File: src/rtl/lc3_regfile_cc_if.sv
// Bus bundle between the LC-3 datapath and its register file / condition-code block.
// The master drives the selects, strobes and writeback value. The slave returns the operands, NZP and BEN.
interface lc3_regfile_cc_if #(
    parameter int DATA_W = 16,
    parameter int ADDR_W = 3
);
    logic [DATA_W-1:0] bus_in;
    logic              ld_reg;
    logic [ADDR_W-1:0] dr;
    logic [ADDR_W-1:0] sr1;
    logic [ADDR_W-1:0] sr2;
    logic [DATA_W-1:0] Ra;
    logic [DATA_W-1:0] Rb;
    logic              ld_cc;
    logic [2:0]        nzp;
    logic              ld_ben;
    logic [2:0]        ir_nzp;
    logic              ben;

    modport master (
        output bus_in, ld_reg, dr, sr1, sr2, ld_cc, ld_ben, ir_nzp,
        input  Ra, Rb, nzp, ben
    );

    modport slave (
        input  bus_in, ld_reg, dr, sr1, sr2, ld_cc, ld_ben, ir_nzp,
        output Ra, Rb, nzp, ben
    );
endinterface

File: src/rtl/lc3_regfile_cc.sv
// LC-3 register file R0-R7 with the NZP condition-code latch and the BEN latch.
// Define REGFILE_BYPASS_EN to make a same-cycle write visible on Ra/Rb (write-through).
module lc3_regfile_cc #(
    parameter int DATA_W   = 16,
    parameter int NUM_REGS = 8,
    parameter int ADDR_W   = 3
) (
    input  logic              clk,
    input  logic              reset,
    lc3_regfile_cc_if.slave   rf
);

    generate
        if (NUM_REGS != (1 << ADDR_W)) begin : g_bad_cfg
            $error("lc3_regfile_cc: NUM_REGS must equal 2**ADDR_W");
        end
    endgenerate

    logic [DATA_W-1:0] regs [NUM_REGS];
    logic [2:0]        nzp_q;
    logic [2:0]        nzp_next;
    logic              ben_q;

    // The bus value is signed: the sign bit gives N, zero gives Z, and anything else gives P.
    always_comb begin
        nzp_next = 3'b001;
        if (rf.bus_in[DATA_W-1]) begin
            nzp_next = 3'b100;
        end else if (rf.bus_in == '0) begin
            nzp_next = 3'b010;
        end
    end

    always_ff @(posedge clk) begin
        if (reset) begin
            // NOTE: the array is cleared explicitly because the architecture promises R0-R7 == 0
            // after reset. This rules out an inferred RAM macro, which is acceptable at only 8 entries.
            for (int i = 0; i < NUM_REGS; i++) begin
                regs[i] <= '0;
            end
            nzp_q <= 3'b010;
            ben_q <= 1'b0;
        end else begin
            if (rf.ld_reg) begin
                regs[rf.dr] <= rf.bus_in;
            end
            if (rf.ld_cc) begin
                nzp_q <= nzp_next;
            end
            // NOTE: with non-blocking assignments this reads the nzp held before the edge,
            // so a BR decision made together with ld_cc still sees the older condition code.
            if (rf.ld_ben) begin
                ben_q <= |(rf.ir_nzp & nzp_q);
            end
        end
    end

`ifdef REGFILE_BYPASS_EN
    assign rf.Ra = (rf.ld_reg && (rf.dr == rf.sr1)) ? rf.bus_in : regs[rf.sr1];
    assign rf.Rb = (rf.ld_reg && (rf.dr == rf.sr2)) ? rf.bus_in : regs[rf.sr2];
`else
    assign rf.Ra = regs[rf.sr1];
    assign rf.Rb = regs[rf.sr2];
`endif

    assign rf.nzp = nzp_q;
    assign rf.ben = ben_q;

endmodule
File: src/flat_wrapper.sv
// flat-port wrapper written by rule: the top's interface ports become plain ports
module lc3_regfile_cc_flat 
#(
    parameter int DATA_W   = 16,
    parameter int NUM_REGS = 8,
    parameter int ADDR_W   = 3
)
  (clk, reset, rf_bus_in, rf_ld_reg, rf_dr, rf_sr1, rf_sr2, rf_ld_cc, rf_ld_ben, rf_ir_nzp, rf_Ra, rf_Rb, rf_nzp, rf_ben);
  lc3_regfile_cc_if #(.DATA_W(DATA_W), .ADDR_W(ADDR_W)) rf_i ();
  input  logic clk;
  input  logic reset;
  input wire logic [$bits(rf_i.bus_in)-1:0] rf_bus_in;
  input wire logic [$bits(rf_i.ld_reg)-1:0] rf_ld_reg;
  input wire logic [$bits(rf_i.dr)-1:0] rf_dr;
  input wire logic [$bits(rf_i.sr1)-1:0] rf_sr1;
  input wire logic [$bits(rf_i.sr2)-1:0] rf_sr2;
  input wire logic [$bits(rf_i.ld_cc)-1:0] rf_ld_cc;
  input wire logic [$bits(rf_i.ld_ben)-1:0] rf_ld_ben;
  input wire logic [$bits(rf_i.ir_nzp)-1:0] rf_ir_nzp;
  output wire logic [$bits(rf_i.Ra)-1:0] rf_Ra;
  output wire logic [$bits(rf_i.Rb)-1:0] rf_Rb;
  output wire logic [$bits(rf_i.nzp)-1:0] rf_nzp;
  output wire logic [$bits(rf_i.ben)-1:0] rf_ben;
  assign rf_i.bus_in = rf_bus_in;
  assign rf_i.ld_reg = rf_ld_reg;
  assign rf_i.dr = rf_dr;
  assign rf_i.sr1 = rf_sr1;
  assign rf_i.sr2 = rf_sr2;
  assign rf_i.ld_cc = rf_ld_cc;
  assign rf_i.ld_ben = rf_ld_ben;
  assign rf_i.ir_nzp = rf_ir_nzp;
  assign rf_Ra = rf_i.Ra;
  assign rf_Rb = rf_i.Rb;
  assign rf_nzp = rf_i.nzp;
  assign rf_ben = rf_i.ben;
  lc3_regfile_cc #(.DATA_W(DATA_W), .NUM_REGS(NUM_REGS), .ADDR_W(ADDR_W)) u_core (.clk(clk), .reset(reset), .rf(rf_i));
endmodule
File: config.mk
export PLATFORM = sky130hd
export DESIGN_NAME = lc3_regfile_cc_flat
export DESIGN_NICKNAME = d
export VERILOG_FILES = /design/src/rtl/lc3_regfile_cc_if.sv /design/src/rtl/lc3_regfile_cc.sv /design/src/flat_wrapper.sv
export SDC_FILE = /design/constraint.sdc
export NUM_CORES = 1
export LEC_CHECK = 0
export ABC_CLOCK_PERIOD_IN_PS = 3300
export CAP_MARGIN = 25
export CORE_MARGIN = 4
export CORE_UTILIZATION = 35
export CTS_BUF_LIST = sky130_fd_sc_hd__clkbuf_8 sky130_fd_sc_hd__clkbuf_16
export DETAILED_ROUTE_END_ITERATION = 8
export HOLD_SLACK_MARGIN = 0.12
export PLACE_DENSITY = 0.5
export SYNTH_ARGS = -nofsm -noshare
export SYNTH_HDL_FRONTEND = slang
export SYNTH_SLANG_ARGS = --single-unit
File: constraint.sdc
create_clock -name clk -period 3.3 [get_ports clk]
set_input_delay 0.495 -clock clk [delete_from_list [all_inputs] [get_ports clk]]
set_output_delay 0.495 -clock clk [all_outputs]
set_load 0.02 [all_outputs]
# ---- Word-level counts from Yosys, hierarchy flattened
# Memories as Yosys holds them, arrays and structs flattened.
# Cells that the tools add are included.
# W data, S select, Z words.
dict set report word_totals {
  n_memories 1
  reg_bits 4
  in_bits 33
  mem_bits_rw 128
  word_cells 17
}
dict set report classes {
  bitwise_logic 1
  n_reduce_logical 3
  n_mux 10
}
# memory words word_bits rd rd_clocked_by_memory_dff wr line_no
set memory_table {}
lappend memory_table {u_core.regs 8 16 2 0 8 lc3_regfile_cc.sv:19} ;# logic [DATA_W-1:0] regs [NUM_REGS];
# cell n
set op_table {}
lappend op_table {{$logic_not A16 Y1} 1}
lappend op_table {{$mux W16} 1}
lappend op_table {{$reduce_or A16 Y1} 1}
lappend op_table {{$mux W1} 6}
lappend op_table {{$mux W3} 2}
lappend op_table {{$and A3 B3 Y3} 1}
lappend op_table {{$reduce_or A3 Y1} 1}
lappend op_table {{$mux W2} 1}

# ---- Longest topological paths before layout
dict set report depth {
  ltp_word 5
  depth_mapped 6
}

# ---- Least setup slack after synthesis
# OpenSTA, ideal clock, no wires.
dict set report synth_path {
  path_type {input -> register}
  start {in reset}
  end {mem u_core.regs[2][0], enable pin}
  arrival_time_ns 2.315
  setup_ns 0.411
  path_stages 4
  slack_ns 0.574
  path_cell_list {buf_6 -> or3b_1 -> buf_6 -> o21ai_0}
}
# item line_no
set synth_lines {}
lappend synth_lines {{from (decl)} flat_wrapper.sv:11} ;# input logic reset;
lappend synth_lines {{to (decl)} lc3_regfile_cc.sv:19}

# ---- Final worst setup path
dict set report layout_path {
  start {in rf_sr1[1]}
  end {out rf_Ra[3]}
}
dict set report layout_between {
  elab_chain_len 1
}
# item line_no
set layout_rtl {}
lappend layout_rtl {{from (decl)} flat_wrapper.sv:15} ;# input wire logic [$bits(rf_i.sr1)-1:0] rf_sr1;
lappend layout_rtl {{$mem_v2 Z8 W16} --}
lappend layout_rtl {{to (decl)} flat_wrapper.sv:20} ;# output wire logic [$bits(rf_i.Ra)-1:0] rf_Ra;
# No other way between the ends.

==> flow_summary_export.csv <==
group,metric,value,unit
status,status,"completed",
power_and_ir_drop,ir_drop,382,µV
place,place_inst,746,
sta,setup_tns,0,ps
clock_network,cts_resized,0,
floorplanning,initial_core_util,0.357,
critical_path,path_cells,"clkdlybuf4s50_1 > buf_12 > mux4_2 > mux2_2 > clkdlybuf4s50_1",
critical_path,path_class,"in -> out",
grt,globalRouteTotalUtil,0.178,
critical_path,crit_arrival,2440,ps
synthesis,synth_area_leader_cell,"edfxtp_1",
sta,final_hold_viol_count,0,
min_path,hold_path.class,"reg -> reg",
critical_path,cpPeakStageDelay,550,ps
floorplanning,rows,51,
run,cap_violations,0,
synthesis,yosysWarnings,0,
finish,finalNetCount,533,
synthesis,syn_avg_cell_area,16.5,µm²
place,portBuffers,68,
sta,drv_slew,0,
floorplanning,dieArea,22200,µm²
clock_network,clk_pin_slew,60,ps
finish,final_util,0.441,
floorplanning,io_pins,69,
synthesis,ys_seq_area_frac,0.563,
critical_path,worst_setup_path_end_kind,"output port",
finish,instances_no_fill,777,
finish,final_common_cell,"edfxtp_1",
routing,dr.pass1.iters,4,
grt,grt_pass1_vias,4453,
routing,wire_per_inst,24.1,µm
critical_path,cpMostUsedCell,"clkdlybuf4s50_1",
clock_network,cts_sinks,132,
sta,post-route-min-period,2940,ps
synthesis,synth_top_area_share,0.552,
clock_network,numCtsBuffers,17,
clock_network,ctsHoldBuffers,0,
clock_network,cts_tree,"done",
finish,drive_above_1_share,0.332,
grt,grt_antenna_before_repair,0,
finish,most-common-layout-cells,"edfxtp_1 (128), and2_1 (113), clkdlybuf4s50_1 (66)",
place,dpl.hpwl,11100,µm
clock_network,insertion_delay,420,ps
power_and_ir_drop,leakagePower,2.95,nW
grt,grt_first_pass_wirelength,28300,µm
routing,drt_iter0_markers,332,
sta,fmax,340,MHz
clock_network,clock-root-buffer,"clkbuf_16",
finish,syn2layout_area_growth,23.6,%
power_and_ir_drop,p_per_area,535,nW/µm²
finish,fillers,1752,
synthesis,syn_nets,456,
sta,holdWs,523,ps
critical_path,start_kind,"input port",
critical_path,cpMaxStageDelayCell,"clkdlybuf4s50_1",
sta,relSlewSlack,0.611,
synthesis,syn_inst,423,
routing,via_per_inst,5.21,
sta,setup_viol,0,
synthesis,synth_seq_cells,132,
synthesis,synth_area,6970,µm²
routing,wl,18700,µm
synthesis,synth.top_cells.by_area,"edfxtp_1 (55%), mux4_2 (21%), and2_1 (10%)",
critical_path,critical_path.max_fanout,32,
clock_network,cts_htree_levels,4,
routing,antenna_left,0,
routing,remaining_drc_errors,0,
floorplanning,die_h,149,µm
grt,grt.overflow.total,0,
sta,tightest_slew,584,ps
sta,clock_skew,0.280,ps
place,postPlaceCellArea,8000,µm²
synthesis,ys_types,30,
grt,grt_max_degree,33,
sta,rsz0062_at_grt,"no",
finish,finish.instance_area,8620,µm²
place,place.gp.congestion,0.739,
clock_network,postCtsSetupBuffers,0,
floorplanning,fp.coreArea,19500,µm²
clock_network,ctsLongestPathBuffers,2,
floorplanning,fp.dieW,149,µm
finish,num_antenna_cells,0,
sta,fin_crit_sh,0.891,
routing,vias,4048,
critical_path,worstPathRequired,2800,ps
critical path, delay by kind of cell:
| family | cells | cell delay, ps |
|---|---|---|
| buffers and inverters | 3 | 1300 |
| multiplexers | 2 | 640 |
routing by layer:
metal | up-vias | track usage | wire [µm]
met5 | - | 0 | 0
met4 | 0 | 0.0508 | 325
met3 | 18 | 0.0404 | 1200
met2 | 131 | 0.306 | 9810
met1 | 2097 | 0.227 | 7350
li1 | 1802 | - | -
where the power goes:
part	internal [mW]	switching [mW]	leakage (nW)
clock network	1.25	0.698	0.296
logic	0.344	0.312	1.40
registers	1.95	0.0515	1.26
total	3.54	1.06	2.95
cell type report:
cell class,count,area (µm²),share of cell area
tap,265,332,0.0385
timing repair buffer,87,863,0.100
clock inverter,14,188,0.0218
multi-input combinational,260,2880,0.334
sequential,132,3920,0.455
clock buffer,17,425,0.0494
inverter,2,7.51,0.000871
state kept, by name (all words and copies together), names as in the netlist:
signal and cells:
u_core.regs 128, u_core.rf.nzp 3, u_core.rf.ben 1
cell families (layout without fill, tap and decap cells):
family	Yosys count	after routing	synth area share
AND/OR/NAND/NOR	152	152	0.143
flip-flops	132	132	0.563
multiplexers	97	97	0.260
buffers and inverters	31	120	0.0241
AO/OA/AOI/OAI	11	11	0.00970
worst paths after layout:
| check | startpoint | end | slack (ps) | depth (start not counted) |
|---|---|---|---|---|
| worst min-delay path | u_core.rf.ben$_SDFFE_PP0P_ | u_core.rf.ben$_SDFFE_PP0P_ | 520 | 2 |
| worst min register to register | u_core.rf.ben$_SDFFE_PP0P_ | u_core.rf.ben$_SDFFE_PP0P_ | 520 | 2 |
| worst max register to register | u_core.rf.nzp[0]$_SDFFE_PP0P_ | u_core.rf.ben$_SDFFE_PP0P_ | 2410 | 2 |
| worst max-delay path | rf_sr1[1] | rf_Ra[3] | 360 | 5 |
cell usage after synthesis (all sizes together):
master  instances
buf            17
and2          128
dfxtp           4
nand2b          3
a21oi           1
nand3b          1
or3b            1
inv             2
nand4           1
mux2i           1
nand2           1
mux2           32
nor4            4
nor2            9
or2             2
clkbuf         12
nor3            2
a222oi          1
o21ai           7
edfxtp        128
a211oi          1
a32o            1
mux4           64
per-stage QoR:
step,setup WS [ps],total power [mW]
2_1_floorplan,574,2.40
3_3_place_gp,341,2.69
3_5_place_dp,348,2.70
4_1_cts,344,4.65
5_1_grt,299,4.78
6_report,361,4.61
(Power assumes the default switching activity.)
